## src/rtl/line_mem_ctrl.sv

```systemverilog
// line_mem_ctrl: serialises one 128-bit cache line read or write into four
// 32-bit beats on a single-port synchronous word RAM, with a fixed pre-access latency.
module line_mem_ctrl #(
  parameter int WIDTH         = 32,
  parameter int MEM_ADDR_BITS = 17,
  parameter int LATENCY       = 2
) (
  input  logic                     clk,
  input  logic                     rst,
  input  logic                     mem_req,
  input  logic                     WriteEnable,
  input  logic [31:0]              memory_address,
  input  logic [4*WIDTH-1:0]       mem_writedata,
  output logic [4*WIDTH-1:0]       mem_readdata,
  output logic                     mem_ready,
  output logic                     ram_en,
  output logic                     ram_we,
  output logic [MEM_ADDR_BITS-3:0] ram_addr,
  output logic [WIDTH-1:0]         ram_wdata,
  input  logic [WIDTH-1:0]         ram_rdata
);

  localparam int         LINE_BITS = MEM_ADDR_BITS - 4;
  localparam logic [3:0] WAIT_LAST = (LATENCY > 0) ? 4'(LATENCY - 1) : 4'd0;

  typedef enum logic [2:0] {IDLE, WAIT, RD, RD_TAIL, WR, DONE} state_t;

  state_t               state;
  logic [LINE_BITS-1:0] line_base;
  logic                 is_write;
  logic [4*WIDTH-1:0]   wr_line;
  logic [4*WIDTH-1:0]   line_buf;
  logic [1:0]           beat;
  logic [3:0]           wait_cnt;

  logic [LINE_BITS-1:0] src_base;
  logic                 src_write;
  logic [4*WIDTH-1:0]   src_line;
  logic [1:0]           issue_num;
  logic [1:0]           prev_beat;
  logic [WIDTH-1:0]     issue_word;
  logic                 launch;
  logic                 unused_addr_bits;

  assign unused_addr_bits = ^{memory_address[31:MEM_ADDR_BITS], memory_address[3:0]};
  assign mem_readdata     = line_buf;
  assign prev_beat        = beat - 2'd1;

  // With zero latency the first beat leaves straight from IDLE, so it must
  // use the live request fields instead of the not-yet-latched copies.
  always_comb begin
    src_base  = line_base;
    src_write = is_write;
    src_line  = wr_line;
    if (state == IDLE) begin
      src_base  = memory_address[MEM_ADDR_BITS-1:4];
      src_write = WriteEnable;
      src_line  = mem_writedata;
    end
    issue_num  = ((state == RD) || (state == WR)) ? beat + 2'd1 : 2'd0;
    issue_word = src_line[issue_num*WIDTH +: WIDTH];
    launch     = ((state == IDLE) && mem_req && (LATENCY == 0)) ||
                 ((state == WAIT) && (wait_cnt == WAIT_LAST)) ||
                 (((state == RD) || (state == WR)) && (beat != 2'd3));
  end

  always_ff @(posedge clk or negedge rst) begin
    if (!rst) begin
      state     <= IDLE;
      line_base <= '0;
      is_write  <= 1'b0;
      wr_line   <= '0;
      line_buf  <= '0;
      beat      <= 2'd0;
      wait_cnt  <= 4'd0;
      mem_ready <= 1'b0;
      ram_en    <= 1'b0;
      ram_we    <= 1'b0;
      ram_addr  <= '0;
      ram_wdata <= '0;
    end else begin
      ram_en    <= 1'b0;
      ram_we    <= 1'b0;
      mem_ready <= 1'b0;
      case (state)
        IDLE: begin
          if (mem_req) begin
            line_base <= src_base;
            is_write  <= WriteEnable;
            if (WriteEnable) wr_line <= mem_writedata;
            beat      <= 2'd0;
            wait_cnt  <= 4'd0;
            if (LATENCY > 0) state <= WAIT;
            else             state <= WriteEnable ? WR : RD;
          end
        end
        WAIT: begin
          if (wait_cnt == WAIT_LAST) state <= is_write ? WR : RD;
          else                       wait_cnt <= wait_cnt + 4'd1;
        end
        RD: begin
          // The RAM answers one cycle late, so each beat stores its predecessor.
          if (beat != 2'd0) line_buf[prev_beat*WIDTH +: WIDTH] <= ram_rdata;
          if (beat == 2'd3) state <= RD_TAIL;
          else              beat  <= beat + 2'd1;
        end
        RD_TAIL: begin
          line_buf[3*WIDTH +: WIDTH] <= ram_rdata;
          state     <= DONE;
          mem_ready <= 1'b1;
        end
        WR: begin
          if (beat == 2'd3) begin
            state     <= DONE;
            mem_ready <= 1'b1;
          end else begin
            beat <= beat + 2'd1;
          end
        end
        DONE:    state <= IDLE;
        default: state <= IDLE;
      endcase
      if (launch) begin
        ram_en   <= 1'b1;
        ram_we   <= src_write;
        ram_addr <= {src_base, issue_num};
        if (src_write) ram_wdata <= issue_word;
      end
    end
  end

endmodule
```

## config.mk

```make
export PLATFORM = sky130hd
export DESIGN_NAME = line_mem_ctrl
export DESIGN_NICKNAME = d
export VERILOG_FILES = /design/src/rtl/line_mem_ctrl.sv
export SDC_FILE = /design/constraint.sdc
export NUM_CORES = 1
export LEC_CHECK = 0
export CORE_ASPECT_RATIO = 2
export CORE_MARGIN = 2
export CORE_UTILIZATION = 50
export DETAILED_ROUTE_END_ITERATION = 6
export GPL_ROUTABILITY_DRIVEN = 0
export GPL_TIMING_DRIVEN = 0
export PLACE_DENSITY = 0.9
export SLEW_MARGIN = 20
export SYNTH_ARGS = -nofsm -noshare
export SYNTH_HDL_FRONTEND = slang
export SYNTH_SLANG_ARGS = --single-unit
export TNS_END_PERCENT = 10
```

## constraint.sdc

```tcl
create_clock -name clk -period 3.2 [get_ports clk]
set_input_delay 0.32 -clock clk [delete_from_list [all_inputs] [get_ports clk]]
set_output_delay 0.32 -clock clk [all_outputs]
set_load 0.1 [all_outputs]
```

# Word-level counts from Yosys, hierarchy flattened
# Cells that the tools add are included.
# Widths: inputs -> output; s select.
[word_totals]
output_inout_bits = 178
input_bits = 196
word_cells = 75
register_bits = 329
[classes]
muxes = 23
shift = 3
add_sub_neg = 4
n_reduce_logical = 18
n_eq_ne = 14
[ops]
columns = ["cell", "count"]
rows = [
  ["$mux 128", 2],
  ["$bwmux 128", 1],
  ["$shift 32x34->128 const A", 1],
  ["$shiftx 128x8->32", 1],
  ["$shiftx 32x34->128", 1],
  ["$pmux 32 s2", 1],
  ["$neg 7->34", 1],
  ["$mux 3", 5],
  ["$pmux 3 s5", 1],
  ["$mux 13", 1],
  ["$reduce_and 3->1", 3],
  ["$mux 4", 2],
  ["$ne 2x1->1 const B", 4],
  ["$ne 2x2->1 const B", 4],
  ["$pmux 4 s2", 1],
  ["$reduce_and 2->1", 4],
  ["$reduce_bool 2->1", 4],
  ["$eq 3x2->1 const B", 2],
  ["$mux 2", 3],
  ["$add 4x1->4 const B", 1],
  ["$eq 4x1->1 const B", 1],
  ["$mux 1", 4],
  ["$pmux 2 s2", 1],
  ["$reduce_and 4->1", 1],
  ["other kinds (10)", 12],
]

# Longest topological paths before layout
[depth]
depth_word = 6
depth_mapped = 9
ltp_nobuf = 7

# Worst setup path after synthesis
# OpenSTA, ideal clock, no wires.
[synth_timing]
path_kind = "reg2reg"
start = "reg beat[0]"
end = "reg ram_wdata[28]"
setup_ns = 0.130
synth_period_minus_slack_ns = 2.157
path_stages_with_launch = 10
required_ns = 3.070
n_path_buf = 3
t_arrival_ns = 2.027
setup_slack_ns = 1.043
cell_sequence = "dfrtp_1 -> inv_1 -> ha_1 -> inv_2 -> or3_1 -> clkbuf_1 -> buf_2 -> buf_2 -> o211ai_1 -> a31oi_1"
[synth_via]
elab_chain_len = 4
word_cells_on_any_way = 7
cone_classes = "add/sub (1); eq/ne (1); shift (1); mux (1); reduce/logical (3)"
[synth_rtl]
columns = ["item", "line_no", "source"]
rows = [
  ["start: declaration", "33", "logic [1:0] beat;"],
  ["start signal: assignment", "105", "else beat <= beat + 2'd1;"],
  ["start signal: assignment", "117", "beat <= beat + 2'd1;"],
  ["parallel branches: the longest is 4 deep, another holds $add 2x1->2", "--", ""],
  ["end signal: assignment", "127", "if (src_write) ram_wdata <= issue_word;"],
  ["end: declaration", "19", "output logic [WIDTH-1:0] ram_wdata,"],
]
# Parallel ways; which one is timed is not known.
# A chain may end at the register's enable or synchronous reset.

# Worst setup path in the final report
[layout_timing]
start = "reg state[2]"
end = "reg ram_wdata[17]"
[layout_via]
elab_chain_len = 5
word_cells_on_any_way = 13
cone_classes = "eq/ne (3); shift (1); mux (3); reduce/logical (6)"
[layout_rtl]
columns = ["item", "line_no", "source"]
rows = [
  ["start: declaration", "28", "state_t state;"],
  ["start signal: assignment", "94", "else state <= WriteEnable ? WR : RD;"],
  ["start signal: assignment", "98", "if (wait_cnt == WAIT_LAST) state <= is_write ? WR : RD;"],
  ["parallel branches: the longest is 5 deep, another holds $shiftx 128x8->32", "--", ""],
]
# Parallel ways; which one is timed is not known.

==> impl_metrics.csv <==
group,metric,value,unit
sta,finClkSkew,13.3,ps
route,drt_iter0_drc,1031,
floorplanning,ios,374,
cts,cts-root-buf,"clkbuf_16",
sta,setup_violations,0,
placement,dp.final_hpwl,35.5,mm
floorplanning,die_h,242,um
route,ant_nets,0,
final_layout,area_growth,35.3,%
sta,hold_violations,0,
cts,post_cts_resized,0,
setup_path,start_kind,"flip-flop",
synth,synth_fa_ha_area_frac,0.00792,
final_layout,drive_above_1_share,0.0558,
synth,synth_compound_area_frac,0.124,
synth,synthMuxAreaShare,0.125,
cts,clk_path_buf_depth,3,
pwr,p_leak,0.00830,uW
sta,max_freq,326,MHz
synth,synth.cell_area,14200,um^2
cts,post_cts_buffers,0,
global_route,grt_overflow,0,
cts,clkSlewWorstSetupHoldPaths,70,ps
floorplanning,initial_core_util,0.506,
synth,synth_area_leaders,"dfrtp_1, mux2_1, nand2_1",
synth,synth_edf_count,0,
sta,drv_slew,0,
global_route,grt_max_degree,104,
synth,synth_nets,1522,
route,drc,0,
final_layout,nets,1911,
floorplanning,core-area,28100,um^2
route,wirelength,48.0,mm
sta,finalSetupTns,0,ps
route,viasPerCell,5.90,
synth,synth_top_family_by_area,"simple AND/OR/NAND/NOR gates",
floorplanning,die-area,29900,um^2
run_status,status,"complete, no violations",
setup_path,critPathMaxFanout,10,
cts,cts_max_level,1,
synth,ys_seq_elements,329,
cts,clock_sinks,329,
floorplanning,rows,87,
sta,rsz0062_at_grt,"no",
setup_path,cpPeakStageDelay,860,ps
setup_path,crit_chain,"buf_2 -> xnor2_2 -> nor3_1 -> clkbuf_1 -> o221ai_1 -> a31oi_1",
cts,hold_buffers,1,
floorplanning,die_w,123,um
global_route,grt_pass1_vias,12800,
cts,cts_tree,"yes",
synth,yosys_warnings,0,
setup_path,path_class,"reg2reg",
synth,synthArstFlopShare,1.00,
setup_path,worstSetupEndpointType,"flip-flop",
global_route,antenna_found_initial,8,
sta,max_slew_margin,0.259,
route,dr.pass1.iters,7,
setup_path,worstPathRequired,3680,ps
pwr,vdd_drop_max,1010,uV
cts,insertion_delay,560,ps
setup_path,arrival,3550,ps
synth,syn_avg_cell_area,10.8,um^2
synth,yosys.cell_types.count,48,
hold_path,min_path_type,"in2async",
synth,synthSimpleGateAreaFrac,0.125,
synth,synth_top_area_cell,"dfrtp_1",
sta,final.min_clock_period,3070,ps
pwr,cellPowerDensity,1140,nW/um^2
pwr,power,21900,uW
run,cap_violations,0,
synth,netlist_instances,1317,
sta,finalCritPeriodShare,0.960,
sta,tightest_slew,1100,ps
placement,portBuffers,354,
synth,synthXorXnorAreaFrac,0.00176,
synth,synth_top_area_frac,0.579,
route,num_vias,12300,
global_route,grt_first_pass_wirelength,73.3,mm
synth,yosysSeqAreaShare,0.579,
route,post_drt_wl_per_cell,23.0,um
synth,synth_ff_type,"dfrtp_1",
global_route,grtUsageTotal,0.324,
setup_path,slowest_stage,"nor3_1",
cts,cts_buffers,29,
-- worst max-delay path: cells and delay by family (launching register included) --
kind / cells / cell delay [ps]
buf+inv: 2 / 890
simple gates: 1 / 860
compound gates: 2 / 670
flops: 1 / 360
xor+xnor: 1 / 210
-- synthesized netlist by cell type, drive strengths merged, types with 3 or more instances --
cell and n:
a21oi 13, a22o 35, a31oi 29, a32o 3, a32oi 4, buf 41, clkbuf 59, dfrtp 329
ha 9, inv 7, mux2 146, mux2i 13, nand2 316, nand2b 4, nand3 43, nor2 48
nor2b 5, nor3 5, o211ai 44, o21ai 128, o21bai 5, o221ai 7, o22a 3, or3 3
-- cell families after synthesis --
kind of cell,Yosys count
simple gates,434
flops,329
compound gates,277
mux,159
buf+inv,107
fa+ha+maj,9
xor+xnor,2
-- layout make-up --
cell class / count / area [um^2]
Multi-Input combinational cell: 881 / 5460
Sequential cell: 329 / 8230
Timing Repair Buffer: 358 / 3640
Tap cell: 356 / 445
Clock inverter: 5 / 75.1
Clock buffer: 41 / 831
Inverter: 7 / 26.3
Fill cell: 1963 / 8850
Antenna cell: 6 / 15.0
Buffer: 100 / 507
-- registers in the layout, summed over array words and instances (netlist names) --
signal,flops
mem_readdata,128
ram_wdata,32
is_write,1
state,3
line_base,13
ram_we,1
mem_ready,1
ram_addr,15
ram_en,1
wait_cnt,4
wr_line,128
beat,2
-- power by group --
group          switching (uW)  total (uW)  internal [uW]
Clock                    1520        3460           1940
Sequential                979        6730           5750
Combinational            8330       11700           3390
-- stage by stage --
stage          utilization  hold WS [ps]  cells  cell area [um^2]  setup WS, ps
3_3_place_gp         0.648           465   2027             18200        -11840
5_1_grt              0.685           223   2083             19200          98.2
6_report             0.685           205   2083             19200           129
2_1_floorplan            -          24.4   1317             14200          1040
4_1_cts              0.684           195   2077             19200           249
3_5_place_dp         0.652           194   2030             18300           296
-- per-layer routing --
metal	GRT usage	vias to the layer above	routed length, um
met3	0.0499	232	2990
li1	-	5343	-
met1	0.335	6029	15600
met4	0.237	4	4100
met5	0	-	20
met2	0.573	672	25300
-- final timing paths --
path / slack (ps) / startpoint / depth (start not counted) / to
worst max-delay path: 130 / state[2] / 6 / ram_wdata[17]
worst min-delay path: 200 / rst / 2 / ram_addr[1]
worst max register to register: 130 / state[2] / 6 / ram_wdata[17]
worst min register to register: 490 / mem_readdata[10] / 2 / mem_readdata[10]
max in group asynchronous: 1750 / rst / 4 / mem_readdata[75]
min in group clk: 350 / mem_writedata[97] / 2 / wr_line[97]
-- layout by cell type, fill, tap and decap left out, types with 7 or more instances in the layout --
cell type / instances
a31oi_1: 29
mux2_1: 141
clkbuf_1: 65
a21oi_1: 13
nand3_1: 43
a22o_1: 35
ha_1: 9
clkdlybuf4s50_1: 353
o211ai_1: 44
clkbuf_16: 29
o221ai_1: 7
buf_6: 12
buf_2: 24
dfrtp_1: 329
mux2i_1: 13
o21ai_0: 13
nor2_1: 48
o21ai_1: 115
nand2_1: 315
No activity file was read; power rests on OpenSTA's default activity.
==> RTL edit (config.mk and constraints unchanged) <==
The 6 states of `state_t` get a one-hot encoding in 6 bits.
--- a/src/rtl/line_mem_ctrl.sv
+++ b/src/rtl/line_mem_ctrl.sv
@@ -23,7 +23,7 @@
   localparam int         LINE_BITS = MEM_ADDR_BITS - 4;
   localparam logic [3:0] WAIT_LAST = (LATENCY > 0) ? 4'(LATENCY - 1) : 4'd0;
 
-  typedef enum logic [2:0] {IDLE, WAIT, RD, RD_TAIL, WR, DONE} state_t;
+  typedef enum logic [5:0] {IDLE = 6'b000001, WAIT = 6'b000010, RD = 6'b000100, RD_TAIL = 6'b001000, WR = 6'b010000, DONE = 6'b100000} state_t;
 
   state_t               state;
   logic [LINE_BITS-1:0] line_base;
Function: no difference found for any inputs over 4 cycles, from zero or initial values and one cycle with rst low; so few cycles prove little.
==> RTL edit against the unedited design <==
- critical endpoint is now ram_wdata[30]$_DFFE_PN0P_
- sequential share of layout area grew 0.80 points
- non-clock buffer count decreased by 12
- routed wire length shrank 7.8%
- global-route usage fell by 2.9 points
- sequential power down 7.3%
- worst setup slack better by 0.044 ns
- utilization up 0.70 points
- design area decreased by 0.92%
- sequential cell count increased by 3
- power fell by 23%
- area after synthesis decreased by 1.4%
- critical path type unchanged
- via count shrank 4.4%
==> RTL edit: results (changes against the unedited design) <==
| Metric | Value |
|---|---|
| TritonRoute pass-1 iters | `5 (was 7)` |
| Leak pwr | `8.09 nW (was 8.30 nW)` |
| Pwr dens | `888 nW/µm² (was 1140 nW/µm²)` |
| Sw Ratio | `0.413 (was 0.494)` |
| Syn_area_per_cell | `11.2 µm² (was 10.8 µm²)` |
| Die area | `29500 µm² (was 29900 µm²)` |
| Slowest-stage cell, CP | `ha_1 (was nor3_1)` |
| Slew margin rel. | `0.270 (was 0.259)` |
| Nonclk inv count | `6 (was 7)` |
| Gates resized, CTS repair | `2 (was 0)` |
| Initial antenna violation count | `10 (was 8)` |
| Layout cells sized above 1 | `0.132 (was 0.0558)` |
| ClkCell Share | `0.0479 (was 0.0471)` |
| Post-DP HPWL | `33200 µm (was 35500 µm)` |
| Distinct cells, synth | `41 (was 48)` |
| DR iter-0 viols | `843 (was 1031)` |
| Multi-input gate area | `5320 µm² (was 5460 µm²)` |
| Via count | `11700 (was 12300)` |
| Syn Nets | `1455 (was 1522)` |
| Top cells by count, synth | `dfrtp_1, nand2_1, o21ai_0 (was dfrtp_1, nand2_1, mux2_1)` |
| DR WL/cell | `21.9 µm (was 23.0 µm)` |
| Seq/Total Area, Yosys | `0.593 (was 0.579)` |
| Placed Area | `18100 µm² (was 18300 µm²)` |
| Largest net degree at the start of global routing | `103 (was 104)` |
| Clock skew after layout | `0.0109 ns (was 0.0133 ns)` |
| Non-clock buffer share of cell area | `0.211 (was 0.216)` |
| # fillers | `1992 (was 1963)` |
| Metal2 WL | `23500 µm (was 25300 µm)` |
| Fin cells | `2020 (was 2083)` |
| Status | `finished clean (unchanged)` |
| Comb_multi_in | `823 (was 881)` |
| Nets | `1843 (was 1911)` |
| Pre-CTS setup slack | `-0.118 ns (was 0.296 ns)` |
| Worst path max stage delay | `0.58 ns (was 0.86 ns)` |
| Routed wl met3 | `2390 µm (was 2990 µm)` |
| Comb pwr share | `0.427 (was 0.535)` |
| Multi-input combinational area share | `0.279 (was 0.284)` |
| Reg2Reg Depth | `9 (was 6)` |
| Layout clock buffer count | `44 (was 41)` |
| DRT met1 WL | `14400 µm (was 15600 µm)` |
| First-pass GRT wire length | `66600 µm (was 73300 µm)` |
| Maximum VDD drop | `0.638 mV (was 1.01 mV)` |
| Synth area leaders | `dfrtp_1, mux2_2, nand2_1 (was dfrtp_1, mux2_1, nand2_1)` |
## RTL edit: cell types whose count changed after synthesis, moves of 47 or more
cell,before,now
o21ai_0,13,155
mux2_1,141,0
a21oi_1,13,60
nand2_1,315,250
o21ai_1,115,10
mux2_2,5,150
## RTL edit: cell families after synthesis
family / Yosys count / share of synthesized area
flip-flops: 332 / 0.593
AND/OR/NAND/NOR: 320 / 0.0934
AO/OA/AOI/OAI: 303 / 0.127
multiplexers: 187 / 0.147
buffers and inverters: 95 / 0.0291
adder cells (fa/ha/maj): 9 / 0.00803
XOR/XNOR: 4 / 0.00250
## RTL edit: layer usage
layer	track usage	vias up
met5	0	-
met4	0.238	2
met3	0.0430	227
met2	0.529	585
met1	0.297	5786
li1	-	5143
## RTL edit: path summary, 6_finish.rpt
path | slack [ns] | from | endpoint
min in group clk | 0.37 | mem_writedata[106] | wr_line[106]$_DFFE_PN0P_
min reg2reg | 0.48 | ram_addr[10]$_DFFE_PN0P_ | ram_addr[10]$_DFFE_PN0P_
max reg2reg | 0.17 | beat[0]$_DFFE_PN0P_ | ram_wdata[30]$_DFFE_PN0P_
max in group asynchronous | 1.54 | rst | mem_readdata[99]$_DFFE_PN0P_
min | 0.33 | rst | mem_readdata[125]$_DFFE_PN0P_
max | 0.17 | beat[0]$_DFFE_PN0P_ | ram_wdata[30]$_DFFE_PN0P_
## RTL edit: worst register-to-register path, cell delays in order, from the launching register on
cell and delay, ns:
dfrtp_1 0.55, inv_1 0.19, ha_1 0.58, nor4b_1 0.33
and3_1 0.20, clkbuf_1 0.21, clkbuf_2 0.31, a21oi_1 0.11
a21oi_1 0.28, o22a_1 0.20
